### src/rtl/gemini_ctrl_pkg.sv
// rtl/gemini_ctrl_pkg.sv - shared control types and stage indices for the hazard controller
// Purpose: FSM state encoding, stage-index constants and default pipeline depth.
// Ports: none (package).
package gemini_ctrl_pkg;

  typedef enum logic [0:0] {
    CTRL_IDLE     = 1'b0,
    CTRL_REDIRECT = 1'b1
  } ctrl_state_e;

  localparam int DEFAULT_NUM_STAGES = 6;

  // Stage indices for the default six-boundary pipeline, youngest first.
  localparam int STG_PC     = 0;
  localparam int STG_IF     = 1;
  localparam int STG_ID     = 2;
  localparam int STG_EX     = 3;
  localparam int STG_MEM    = 4;
  localparam int STG_COMMIT = DEFAULT_NUM_STAGES - 1;

endpackage

### src/rtl/sat_counter.sv
// rtl/sat_counter.sv - saturating up-counter with synchronous clear
// Purpose: counts cycles where inc=1, sticks at all-ones, clr has priority.
// Ports:
//   clk, resetn : clock, asynchronous active-low reset
//   inc         : count this cycle
//   clr         : clear this cycle (wins over inc)
//   count       : current value
module sat_counter #(
  parameter int W = 16
) (
  input  logic         clk,
  input  logic         resetn,
  input  logic         inc,
  input  logic         clr,
  output logic [W-1:0] count
);

  always_ff @(posedge clk or negedge resetn) begin
    if (!resetn) begin
      count <= '0;
    end else if (clr) begin
      count <= '0;
    end else if (inc && (count != {W{1'b1}})) begin
      count <= count + 1'b1;
    end
  end

endmodule

### src/rtl/pipe_hazard_ctrl.sv
// rtl/pipe_hazard_ctrl.sv - per-boundary stall/flush resolution with redirect FSM and watchdog
// Purpose: turns per-stage stall/redirect requests into stall and flush vectors,
//   holds fetch after an exception until the redirect PC is acknowledged,
//   counts fetch-stall cycles and flags a commit stage that makes no progress.
// Ports:
//   clk, resetn    : clock, asynchronous active-low reset
//   stall_req      : per-stage "cannot advance" requests
//   redir_req      : per-stage redirect (younger stages squashed)
//   exc_req        : exception/refetch at commit, squash everything
//   redirect_ack   : fetch has loaded the redirect PC
//   stall, flush   : per pipeline register hold / clear (flush wins)
//   busy_redirect  : FSM waiting for redirect_ack
//   stall_cycles   : saturating count of cycles with stall[0]=1
//   wdog_timeout   : sticky no-progress flag
module pipe_hazard_ctrl
  import gemini_ctrl_pkg::*;
#(
  parameter int NUM_STAGES = DEFAULT_NUM_STAGES,
  parameter int CNT_W      = 16,
  parameter int WDOG_LIMIT = 1023
) (
  input  logic                  clk,
  input  logic                  resetn,
  input  logic [NUM_STAGES-1:0] stall_req,
  input  logic [NUM_STAGES-1:0] redir_req,
  input  logic                  exc_req,
  input  logic                  redirect_ack,
  output logic [NUM_STAGES-1:0] stall,
  output logic [NUM_STAGES-1:0] flush,
  output logic                  busy_redirect,
  output logic [CNT_W-1:0]      stall_cycles,
  output logic                  wdog_timeout
);

  localparam int TOP = NUM_STAGES - 1;

  ctrl_state_e state_q, state_d;

  logic [NUM_STAGES-1:0] hold;
  logic [NUM_STAGES-1:0] eff_redir;
  logic [NUM_STAGES-1:0] rsq;
  logic [NUM_STAGES-1:0] bub;
  logic [NUM_STAGES-1:0] idle_flush;
  logic [NUM_STAGES-1:0] idle_stall;

  // A redirect from a stage that is itself held is dropped; the source re-presents it.
  assign eff_redir = redir_req & ~hold;

  // Shifting right by the stage index folds "all stages at or above" into one reduction.
  for (genvar gi = 0; gi < NUM_STAGES; gi++) begin : g_prefix
    assign hold[gi] = |(stall_req >> gi);
    assign rsq[gi]  = |(eff_redir >> (gi + 1));
  end

  assign bub[0] = 1'b0;
  for (genvar gi = 1; gi < NUM_STAGES; gi++) begin : g_bubble
    assign bub[gi] = hold[gi-1] & ~hold[gi];
  end

  assign idle_flush = rsq | bub;
  assign idle_stall = hold & ~idle_flush;

  always_ff @(posedge clk or negedge resetn) begin
    if (!resetn) begin
      state_q <= CTRL_IDLE;
    end else begin
      state_q <= state_d;
    end
  end

  always_comb begin
    state_d = state_q;
    stall   = '0;
    flush   = '0;
    if (!resetn) begin
      flush = '1;
    end else if (exc_req) begin
      // Commit retires the excepting slot; everything younger is squashed.
      flush      = '1;
      flush[TOP] = 1'b0;
      state_d    = CTRL_REDIRECT;
    end else if ((state_q == CTRL_REDIRECT) && !redirect_ack) begin
      stall[STG_PC] = 1'b1;
      flush         = '1;
      flush[STG_PC] = 1'b0;
      flush[TOP]    = idle_flush[TOP];
      stall[TOP]    = idle_stall[TOP];
    end else begin
      // Covers IDLE and the ack cycle, which already uses normal resolution.
      flush   = idle_flush;
      stall   = idle_stall;
      state_d = CTRL_IDLE;
    end
  end

  assign busy_redirect = (state_q == CTRL_REDIRECT);

  sat_counter #(.W(CNT_W)) u_stall_cnt (
    .clk    (clk),
    .resetn (resetn),
    .inc    (stall[STG_PC]),
    .clr    (1'b0),
    .count  (stall_cycles)
  );

  logic [CNT_W-1:0] wdog_cnt;
  logic             wdog_clr;

  assign wdog_clr = ~stall[TOP] | (state_q == CTRL_REDIRECT);

  sat_counter #(.W(CNT_W)) u_wdog_cnt (
    .clk    (clk),
    .resetn (resetn),
    .inc    (1'b1),
    .clr    (wdog_clr),
    .count  (wdog_cnt)
  );

  // Set on the edge where the count reaches the limit, so the flag is visible
  // right after the WDOG_LIMIT-th stalled edge.
  always_ff @(posedge clk or negedge resetn) begin
    if (!resetn) begin
      wdog_timeout <= 1'b0;
    end else if (!wdog_clr && (wdog_cnt == CNT_W'(WDOG_LIMIT - 1))) begin
      wdog_timeout <= 1'b1;
    end
  end

endmodule

### config.mk
export PLATFORM = sky130hd
export DESIGN_NAME = pipe_hazard_ctrl
export DESIGN_NICKNAME = d
export VERILOG_FILES = /design/src/rtl/gemini_ctrl_pkg.sv /design/src/rtl/sat_counter.sv /design/src/rtl/pipe_hazard_ctrl.sv
export SDC_FILE = /design/constraint.sdc
export NUM_CORES = 1
export LEC_CHECK = 0
export ABC_AREA = 1
export CORE_ASPECT_RATIO = 1.5
export CORE_MARGIN = 2
export CORE_UTILIZATION = 40
export DETAILED_ROUTE_END_ITERATION = 10
export DONT_BUFFER_PORTS = 1
export PLACE_DENSITY_LB_ADDON = 0.05
export REMOVE_ABC_BUFFERS = 1
export SYNTH_ARGS = -nofsm -noshare
export SYNTH_HDL_FRONTEND = slang
export SYNTH_SLANG_ARGS = --single-unit
### constraint.sdc
create_clock -name clk -period 1.7 [get_ports clk]
set_input_delay 0.17 -clock clk [delete_from_list [all_inputs] [get_ports clk]]
set_output_delay 0.17 -clock clk [all_outputs]
set_load 0.05 [all_outputs]
# == Word level (Yosys, flattened, before mapping) ==
# Index checks and enable logic that the tools add are counted.
# W data, S select, Z words.
# totals
reg_bits,34
input_bits,16
output_inout_bits,30
wordCells,54
# classes
add_sub_neg,2
eq_ne,4
n_mux,11
bitwise_logic,17
reduce_logical,16
# ops
cell,n
$add A16 B1 Y16 const B,2
$mux W16,2
$ne A16 B16 Y1 const B,2
$mux W6,4
$eq A16 B10 Y1 const B,1
$and A6 B6 Y6,2
$not A6 Y6,2
$reduce_or A5 Y1,2
$reduce_or A4 Y1,2
$not A1 Y1,6
$or A5 B6 Y6,1
$reduce_or A3 Y1,2
$reduce_or A6 Y1,1
$and A1 B1 Y1,5
$mux W5,1
$mux W4,1
$reduce_or A2 Y1,2
$logic_and A1 B1 Y1,3
$mux W1,3
$logic_not A1 Y1,2
$ne A2 B2 Y1 const B,1
$reduce_and A2 Y1,1
$reduce_bool A2 Y1,1
$or A1 B1 Y1,1

# == Longest topological paths before layout ==
# Gate-level depths: netlist (run 1).
# logic_depth
ltp_word,14
depth_mapped,10
depth_no_buf,10

# == Modules after synthesis ==
# From an unflattened synthesis (run 1), not the netlist that was laid out.
# hier_totals
cells_unflattened,352
area_unflattened_um2,2462.4
# modules_own_cells
module,instances,cells_per_inst,area_each_um2
sat_counter,2,144,1037.2
pipe_hazard_ctrl,1,64,387.9

# == Least setup slack after synthesis (run 1) ==
# Ideal clock, no wire load.
# synth_path
path_type,register to output
start,"register state_q, in the netlist busy_redirect"
end,output flush[1]
arrival_ns,2.908
required_ns,1.530
slack_ns,-1.378
path_stages_with_launch,7
path_buffers,0
path_cell_list,dfrtp_1 -> inv_1 -> nor2_1 -> nor2_2 -> nand3_1 -> nor3b_1 -> a31oi_1
# synth_between
elab_chain_cells,4
# synth_lines
item,line,source
from (decl),pipe_hazard_ctrl.sv:37,"ctrl_state_e state_q, state_d;"
from (signal assigned),pipe_hazard_ctrl.sv:67,state_q <= state_d;
$logic_and A1 B1 Y1,pipe_hazard_ctrl.sv:82,end else if ((state_q == CTRL_REDIRECT) && !redirect_ack) begin
$mux W5,pipe_hazard_ctrl.sv:82,
$mux W6,pipe_hazard_ctrl.sv:77,end else if (exc_req) begin
$mux W6,pipe_hazard_ctrl.sv:75,if (!resetn) begin
to (decl),pipe_hazard_ctrl.sv:29,"output logic [NUM_STAGES-1:0] flush,"
# No other way between the ends.

# == Worst setup path after layout (run 1) ==
# layout_path
start,"register state_q, in the netlist busy_redirect"
end,output stall[0]
# layout_between
elab_chain_cells,4
# layout_lines
item,line,source
$logic_and A1 B1 Y1,pipe_hazard_ctrl.sv:82,
$mux W1,pipe_hazard_ctrl.sv:82,
$mux W6,pipe_hazard_ctrl.sv:77,
$mux W6,pipe_hazard_ctrl.sv:75,
to (decl),pipe_hazard_ctrl.sv:28,"output logic [NUM_STAGES-1:0] stall,"
# No other way between the ends.

==> reports/metrics.cfg, run 1 <==
[synth]
ys_seq_area_frac=0.376
avgSynthCellArea_um2=7.36
yosysTopAreaCell=dfrtp_1
synth_edf_count=0
synth-simple-area-share=0.388
synth_top_family_by_area=simple AND/OR/NAND/NOR gates
synthFlopType=dfrtp_1
ys_types=36
synthTopCellsByArea=dfrtp_1 (38%), nand2_1 (14%), inv_1 (6.1%), nand4_1 (5.8%), nor2_1 (5.5%)
synth-compound-area-share=0.0747
yosysWarnings=0
yosys-top-cells-count=nand2_1 (82), inv_1 (37), dfrtp_1 (34)
synthArstFlopShare=1.00
synthAdderAreaFrac=0.0166
synth_cells=307
synthMuxAreaShare=0
yosysMostFrequentCell=nand2_1
ys_ff_latch=34
yosysTopAreaCellShare=0.376
syn-cell-area_um2=2260
synthXorXnorAreaFrac=0.0581

[grt]
grt_pass1_wl_mm=10.1
grt_use_total=0.210
grt_pass1_vias=2332
grt_max_degree=35
antenna_found_initial=1
grt-ovfl-total=0

[sta]
fin_skew_ns=0.00628
fin_crit_ns=1.68
drv_slew=0
worst_pin_slew_ns=0.465
slew_headroom=0.690
grt_setup_unrepaired=true
setup-violations-final=0
hold_viol_final=0
fmax_mhz=597
period_share=0.986
fin_ws_ns=0.0241

[run]
drv_cap=0

[finish]
drive_above_1_share=0.248
nets=381
n_fill_cell=554
n_antenna_cell=0
area_growth_pct=29.9
final_cells=433

[detailed_routing]
firstDrtPassIters=4
drtIter0Drc=66
drc=0
vias_per_cell=5.11
vias=2214
wire_per_inst_um=13.8
routed_wl_mm=5.98
detail-route-antenna-nets=0

[cts]
cts_tree=done
clock-root-buffer=clkbuf_8
cts_buffers=5
htree_levels=2
cts.path.max_buffers=2
clk_pin_slew_ns=0.07
clock_sinks=34
clk_latency_ns=0.29

[setup_path]
crit_fanout=4
worstPathArrival_ns=1.51
cp-start-kind=flop
worstSetupEndpointType=primary output
criticalPathCategory=reg2out
cp_data_required_time_ns=1.53

[place]
gp_congestion=0.828
pre_cts_ws_ns=0.0509
dpl.hpwl_mm=4.54
dp_cells=421
portBuffers=0

[power_and_ir_drop]
powerDensity_nw_per_um2=825
vdd_drop_max_uv=415
p_leak_uw=0.00143

[hold_path]
worst_hold_path_type=in2reg

[die]
num_rows=33
die_h_um=96.1
die_w_um=65.4
die_area_um2=6280
ios=46
core-area_um2=5450
initial_core_util=0.415

[status]
status=complete, no violations

-- final timing paths --
path                            depth (start not counted)            startpoint                   end  slack (ns)
worst max-delay path                                    6         busy_redirect              stall[0]        0.02
worst min-delay path                                    2                resetn         busy_redirect        0.03
worst max register to register                          9  u_stall_cnt.count[0]  u_stall_cnt.count[5]        0.15
worst min register to register                          1   u_wdog_cnt.count[4]   u_wdog_cnt.count[4]        0.55
max in group asynchronous                               2                resetn         busy_redirect        1.16
min in group asynchronous                               2                resetn  u_stall_cnt.count[4]        0.37
-- kinds of logic (layout without fill, tap and decap cells) --
family	count (synthesis)	in the layout
adders and majority gates	3	3
AOI/OAI and AO/OA	27	27
buffers and inverters	46	102
and+or+nand+nor	182	182
xor gates and xnor gates	15	15
DFF	34	34
-- layer usage --
layer	wire length [um]	part of all wire	up-vias	GRT usage
li1	-	-	1114	-
met3	222	0.037	22	0.0433
met1	2270	0.38	1024	0.200
met4	233	0.039	2	0.116
met2	3240	0.54	52	0.410
met5	13	0.0022	-	0
-- cells in the final DEF, fill, tap and decap left out, types with 2 or more instances in the layout --
cell type and count:
xor2_1 11, a21oi_1 3, a31oi_1 6, nor4_1 2, nand3_2 3, nand2_1 81, buf_12 4, nor2_2 4
nand4_4 2, nor3_1 6, buf_4 48, inv_1 36, dfrtp_1 34, o21ai_1 4, clkbuf_8 5, nand4_1 21
nand3_1 16, bufinv_16 2, o31ai_1 2, ha_1 2, inv_2 4, nand2_2 4, nor2_4 5, xnor2_1 4
nor2_1 32, o211ai_1 2, o21ai_0 7
-- worst max-delay path, cell delays in order, from the launching register on --
cell,delay [ns]
dfrtp_1,0.39
inv_2,0.10
nor2_4,0.05
inv_1,0.13
nand3_2,0.15
and3_1,0.25
buf_12,0.15
-- power breakdown --
group / switching, uW / leakage, uW / internal (uW)
logic: 410 / 0.000892 / 189
clock network: 336 / 0.0000683 / 588
registers: 43.5 / 0.000467 / 855
total: 790 / 0.00143 / 1630
-- sequential cells by signal, summed over array words and instances, names as in the netlist --
register / flops
u_stall_cnt.count: 16
wdog_timeout: 1
u_wdog_cnt.count: 16
busy_redirect: 1
-- final cells by class --
class,instances,area (um2),area share
multi-input combinational,227,1250,0.425
clock inverter,3,68.8,0.0234
inverter,40,150,0.0511
sequential,34,851,0.290
clock buffer,5,68.8,0.0234
timing repair buffer,54,462,0.157
tap,70,87.6,0.0298
-- repair_timing --
action	in CTS	in global routing
endpoints found under the hold margin	34	0
setup endpoints to repair	3	25
pin swaps	2	5
setup buffers	0	2
resized for setup	3	6
hold buffers	2	0
-- through the flow --
| step | hold slack [ns] | area [um2] | power, uW | utilization | setup TNS, ns |
|---|---|---|---|---|---|
| floorplan | -0.126 | 2220 | 1300 | - | -8.66 |
| global placement | -0.125 | 2720 | 1480 | 0.500 | 0 |
| detailed placement | -0.125 | 2720 | 1490 | 0.500 | 0 |
| CTS | 0.0201 | 2900 | 2450 | 0.532 | 0 |
| global route | 0.0602 | 2940 | 2520 | 0.539 | -0.169 |
| finish | 0.0311 | 2940 | 2420 | 0.539 | 0 |
No activity file was read; power rests on OpenSTA's default activity.
==> run 2, diff against run 1 <==
--- a/config.mk
+++ b/config.mk
@@ -6,13 +6,13 @@
 export NUM_CORES = 1
 export LEC_CHECK = 0
 export ABC_AREA = 1
+export ABC_CLOCK_PERIOD_IN_PS = 1700
 export CORE_ASPECT_RATIO = 1.5
 export CORE_MARGIN = 2
 export CORE_UTILIZATION = 40
 export DETAILED_ROUTE_END_ITERATION = 10
 export DONT_BUFFER_PORTS = 1
 export PLACE_DENSITY_LB_ADDON = 0.05
-export REMOVE_ABC_BUFFERS = 1
 export SYNTH_ARGS = -nofsm -noshare
 export SYNTH_HDL_FRONTEND = slang
 export SYNTH_SLANG_ARGS = --single-unit
==> run 2 against run 1 <==
  * Wire length shrank 1.1%
  * Utilization increased by 0.34 points
  * Critical endpoint unchanged
  * Via count down 1.2%
  * Clock-buffer cell count increased by 1
  * Maximum frequency rose by 3.0%
  * Sequential cell count did not move
  * Cell count is 0.46% higher
  * Critical path depth stayed put
  * Sequential share of layout area grew 0.15 points
  * Largest cell class unchanged
  * Highest routed layer is now met4
  * Sequential power is 2% higher
==> reports/metrics.cfg, run 2 (synthesized netlist as in run 1, its figures left out) <==
[status]
status=complete, no violations

[sta]
grt_setup_unrepaired=true
period_share=0.957
fmax_mhz=615
slew_headroom=0.678
setup-violations-final=0
drv_slew=0
fin_crit_ns=1.63
hold_viol_final=0
worst_pin_slew_ns=0.483
fin_skew_ns=0.0103

[finish]
top_regs=u_stall_cnt.count x16, u_wdog_cnt.count x16
drive_above_1_share=0.285
final_cells=435
mostFrequentLayoutCell=nand2_1
final_cell_mix=nand2_1 (81), buf_4 (50), inv_1 (36)
area_growth_pct=30.7
nets=383
n_antenna_cell=0
n_fill_cell=557

[cts]
cts_tree=done
cts.path.max_buffers=2
clk_pin_slew_ns=0.07
clock-root-buffer=clkbuf_8
htree_levels=2
cts_buffers=5
clock_sinks=34
clk_latency_ns=0.29

[grt]
antenna_found_initial=0
grt_max_degree=35
grt_pass1_vias=2252
grt_pass1_wl_mm=9.94
grt_use_total=0.206
grt-ovfl-total=0

[die]
ios=46
die_w_um=65.4
num_rows=33
die_h_um=96.1
initial_core_util=0.415
core-area_um2=5450
die_area_um2=6280

[power_and_ir_drop]
p_leak_uw=0.00141
total_power_uw=2120
powerDensity_nw_per_um2=717
vdd_drop_max_uv=324

[setup_path]
crit_chain=inv_2, nor2_2, inv_1, nand3_2, and3_1, buf_12
r2r-end=u_stall_cnt.count[15]
criticalPathCategory=reg2out
crit_fanout=3
crit_cells=6
cp-start-kind=flop
cp_data_required_time_ns=1.53
worstRegToRegCells=9
worstPathArrival_ns=1.46
critPathCapture=stall[0]
critPathTopFamily=simple AND/OR/NAND/NOR gates
cpPeakStageDelay_ns=0.41
startpoint=busy_redirect
r2r_start=u_stall_cnt.count[1]
path_buf_inv=3
worstSetupEndpointType=primary output
critPathSlowestCell=dfrtp_2
r2r_slack_ns=0.10

[hold_path]
worst_hold_path_type=in2reg

[detailed_routing]
drtIter0Drc=79
vias=2188
drc=0
routed_wl_mm=5.91
vias_per_cell=5.03
detail-route-antenna-nets=0
wire_per_inst_um=13.6
firstDrtPassIters=6

[run]
drv_cap=0

[place]
gp_congestion=0.814
dpl.hpwl_mm=4.50
portBuffers=0
dp_cells=423

[synth]
synth_nets=326

-- run 2: cell types whose count changed in the layout (fill, tap and decap cells not counted), sizes merged --
cell | previous run | this run
clkinv | 1 | 2
clkbuf | 5 | 6
bufinv | 2 | 0
buf | 53 | 55
-- run 2: worst register-to-register path, delay by kind of cell, from the launching register on --
| family | cells | cell delay, ns |
|---|---|---|
| buf+inv | 1 | 0.06 |
| flops | 1 | 0.43 |
| simple gates | 7 | 0.82 |
| fa+ha+maj | 1 | 0.17 |
-- run 2: per-stage QoR --
step	worst slack [ns]	cell area [um2]	util	hold slack, ns	TNS (ns)
2_1_floorplan	-0.175	2350	-	-0.126	-0.432
3_3_place_gp	0.121	2820	0.517	-0.125	0
3_5_place_dp	0.106	2820	0.517	-0.125	0
4_1_cts	0.00690	2940	0.539	0.0212	0
5_1_grt	-0.0670	2960	0.542	0.0226	-0.374
6_report	0.0734	2960	0.542	0.0292	0
-- run 2: report_power, final --
group          internal (uW)  switching (uW)  total (uW)  leakage [uW]
Sequential               864            48.2         912      0.000456
Clock                    284             305         589     0.0000450
Combinational            205             413         618      0.000913
Total                   1350             766        2120       0.00141
-- run 2: worst min path at each step --
stage           start              endpoint  depth (start not counted)
4_1_cts        resetn         busy_redirect                          2
2_1_floorplan  resetn         busy_redirect                          0
5_1_grt        resetn         busy_redirect                          2
6_report       resetn         busy_redirect                          2
3_3_place_gp   resetn  u_stall_cnt.count[2]                          0
3_5_place_dp   resetn  u_stall_cnt.count[0]                          0
-- run 2: repair_timing --
action,in CTS,in global routing
setup endpoints to repair,2,27
pin swaps,1,2
gates resized for setup,1,2
hold buffers,2,0
setup buffers,1,1
gates cloned,0,0
endpoints found under the hold margin,34,0
-- run 2: layer usage --
| metal | vias up | routed length [um] | global-route usage |
|---|---|---|---|
| li1 | 1122 | - | - |
| met1 | 1020 | 2240 | 0.199 |
| met2 | 38 | 3320 | 0.414 |
| met3 | 8 | 223 | 0.0491 |
| met4 | 0 | 119 | 0.0712 |
| met5 | - | 0 | 0 |
-- run 2: layout make-up --
| type | count | area [um2] | area share |
|---|---|---|---|
| Sequential cell | 34 | 861 | 0.291 |
| Clock inverter | 2 | 10.0 | 0.00339 |
| Multi-Input combinational cell | 227 | 1300 | 0.439 |
| Tap cell | 70 | 87.6 | 0.0296 |
| Clock buffer | 6 | 72.6 | 0.0246 |
| Timing Repair Buffer | 56 | 477 | 0.161 |
| Inverter | 40 | 150 | 0.0508 |
==> run 3, diff against run 2 <==
--- a/config.mk
+++ b/config.mk
@@ -5,13 +5,13 @@
 export SDC_FILE = /design/constraint.sdc
 export NUM_CORES = 1
 export LEC_CHECK = 0
-export ABC_AREA = 1
 export ABC_CLOCK_PERIOD_IN_PS = 1700
 export CORE_ASPECT_RATIO = 1.5
 export CORE_MARGIN = 2
-export CORE_UTILIZATION = 40
+export CORE_UTILIZATION = 55
 export DETAILED_ROUTE_END_ITERATION = 10
 export DONT_BUFFER_PORTS = 1
+export GPL_TIMING_DRIVEN = 0
 export PLACE_DENSITY_LB_ADDON = 0.05
 export SYNTH_ARGS = -nofsm -noshare
 export SYNTH_HDL_FRONTEND = slang
==> run 3 against run 2 <==
  * The flow now finishes with violations (negative setup slack)
  * Setup slack got worse by 0.32 ns
  * Final area decreased by 7.6%
  * First-iteration DRC count decreased by 37%
  * Largest cell class unchanged
  * Largest power group unchanged
==> reports/metrics.cfg, run 3 <==
[status]
status=complete, but fails checks
violations=negative setup slack

[synth]
synth_edf_count=0
synthAdderAreaFrac=0.0182
synthXorXnorAreaFrac=0.0893
synthFlopType=dfrtp_1
synth-compound-area-share=0.101
ys_seq_area_frac=0.413
avgSynthCellArea_um2=10.0
synth_nets=225
yosys-top-cells-count=dfrtp_1 (34), nor2_1 (19), xnor2_1 (17)
syn-cell-area_um2=2060
ys_types=48
yosysMostFrequentCell=dfrtp_1
yosysWarnings=0
synthArstFlopShare=1.00
yosysTopAreaCell=dfrtp_1
synth-simple-area-share=0.329
synth_top_family_by_area=simple AND/OR/NAND/NOR gates
synthMuxAreaShare=0.0158
yosysTopAreaCellShare=0.413
synthTopCellsByArea=dfrtp_1 (41%), xnor2_1 (7.2%), nand4_2 (4.3%), nor2_1 (3.5%), nand3_2 (3.4%)
synth_cells=206
ys_ff_latch=34

[place]
dpl.hpwl_mm=3.15
portBuffers=0
gp_congestion=0.788
pre_cts_ws_ns=-0.323
place_area_um2=2200

[setup_path]
r2r-end=u_stall_cnt.count[1]
critPathSlowestCell=nor4_4
worstRegToRegCells=6
r2r_start=busy_redirect
worstPathArrival_ns=1.78
worstSetupEndpointType=primary output
crit_chain=and2b_4, buf_4, nor4_4
criticalPathCategory=reg2out
r2r_slack_ns=-0.21
critPathCapture=stall[2]
cp-start-kind=flop
cp_data_required_time_ns=1.53
crit_fanout=5
startpoint=busy_redirect
cpPeakStageDelay_ns=0.56

[die]
die_w_um=54.0
num_rows=27
initial_core_util=0.570
ios=46
die_h_um=78.9
core-area_um2=3610
die_area_um2=4260

[sta]
fin_skew_ns=0.00454
drv_slew=0
worst_pin_slew_ns=0.970
grt_setup_unrepaired=true
slew_headroom=0.350
fmax_mhz=513
period_share=1.15
hold_viol_final=0
fin_crit_ns=1.95
setup-violations-final=26
fin_ws_ns=-0.249
fin_tns_setup_ns=-4.18

[finish]
final_cell_area_um2=2730
top_regs=u_stall_cnt.count x16, u_wdog_cnt.count x16
final_cell_mix=buf_4 (23), dfrtp_1 (18), nor2_1 (17), xnor2_1 (17), dfrtp_2 (15)
seq_area_um2=873
nets=259
n_fill_cell=260
drive_above_1_share=0.411
multi_input_area_um2=1350
n_antenna_cell=0
mostFrequentLayoutCell=buf_4
area_growth_pct=32.6

[cts]
clk_latency_ns=0.29
htree_levels=2
cts_tree=done
cts.path.max_buffers=2
clock-root-buffer=clkbuf_8
clock_sinks=34
clk_pin_slew_ns=0.07
cts_buffers=5

[grt]
grt_pass1_vias=1745
antenna_found_initial=0
grt_use_total=0.249
grt_max_degree=35
grt-ovfl-total=0
grt_pass1_wl_mm=7.71

[detailed_routing]
routed_wl_mm=5.08
drtIter0Drc=50
firstDrtPassIters=4
wire_per_inst_um=17.9
vias_per_cell=6.05
drc=0
vias=1719
detail-route-antenna-nets=0

[power_and_ir_drop]
vdd_drop_max_uv=954
p_leak_uw=0.00107
powerDensity_nw_per_um2=857

[run]
drv_cap=0

[hold_path]
worst_hold_path_type=in2reg

==> run 3: worst max-delay path, delay by kind of cell (launching register included) <==
| kind | cells | cell delay, ns |
|---|---|---|
| flops | 1 | 0.52 |
| simple gates | 2 | 0.81 |
| buf+inv | 1 | 0.14 |
==> run 3: report_power, final <==
| group | internal, uW | switching [uW] |
|---|---|---|
| logic | 154 | 196 |
| clock network | 478 | 314 |
| registers | 881 | 317 |
| total | 1510 | 827 |
==> run 3: final cells by class <==
type / count / share of cell area
inverters: 8 / 0.0119
well taps: 43 / 0.0197
plain buffers: 5 / 0.0197
multi-input cells: 158 / 0.495
flip-flops and latches: 34 / 0.320
repair buffers: 28 / 0.0916
clock inverters: 1 / 0.0110
clock buffers: 7 / 0.0316
==> run 3: repair_timing <==
item | CTS | global route
gates resized for setup | 19 | 20
pin swaps | 8 | 10
gates cloned | 0 | 1
hold buffers | 2 | 0
buffers inserted | 16 | 9
hold endpoints to repair | 34 | 0
endpoints found under the setup margin | 32 | 38
==> run 3: stage by stage <==
stage	instances	hold WS [ns]	util	total power, uW
floorplan	206	-0.126	-	1440
global placement	249	-0.124	0.607	1480
detailed placement	249	-0.124	0.609	1500
CTS	275	0.0113	0.707	2330
global route	284	0.0216	0.756	2430
finish	284	0.0164	0.756	2340
==> run 3: cell families (layout without fill, tap and decap cells) <==
logic type | count (synthesis) | count (layout)
simple gates | 103 | 103
flops | 34 | 34
compound gates | 28 | 28
xor+xnor | 21 | 21
buf+inv | 14 | 49
fa+ha+maj | 3 | 3
mux | 3 | 3
==> run 3: routing by layer <==
metal / global-route usage / vias up / share of wire
met4: 0.0949 / 0 / 0.025
met5: 0 / - / 0
met2: 0.444 / 45 / 0.57
met3: 0.0526 / 10 / 0.039
met1: 0.275 / 852 / 0.37
li1: - / 812 / -
==> run 3: how the worst min path moves through the flow <==
stage                     slack [ns]  startpoint  cells past startpoint             to
final                           0.02     exc_req                      1  busy_redirect
after global routing            0.02     exc_req                      1  busy_redirect
after CTS                       0.01     exc_req                      1  busy_redirect
after detailed placement       -0.12      resetn                      0  busy_redirect
after global placement         -0.12      resetn                      0  busy_redirect
after floorplan                -0.13      resetn                      0  busy_redirect
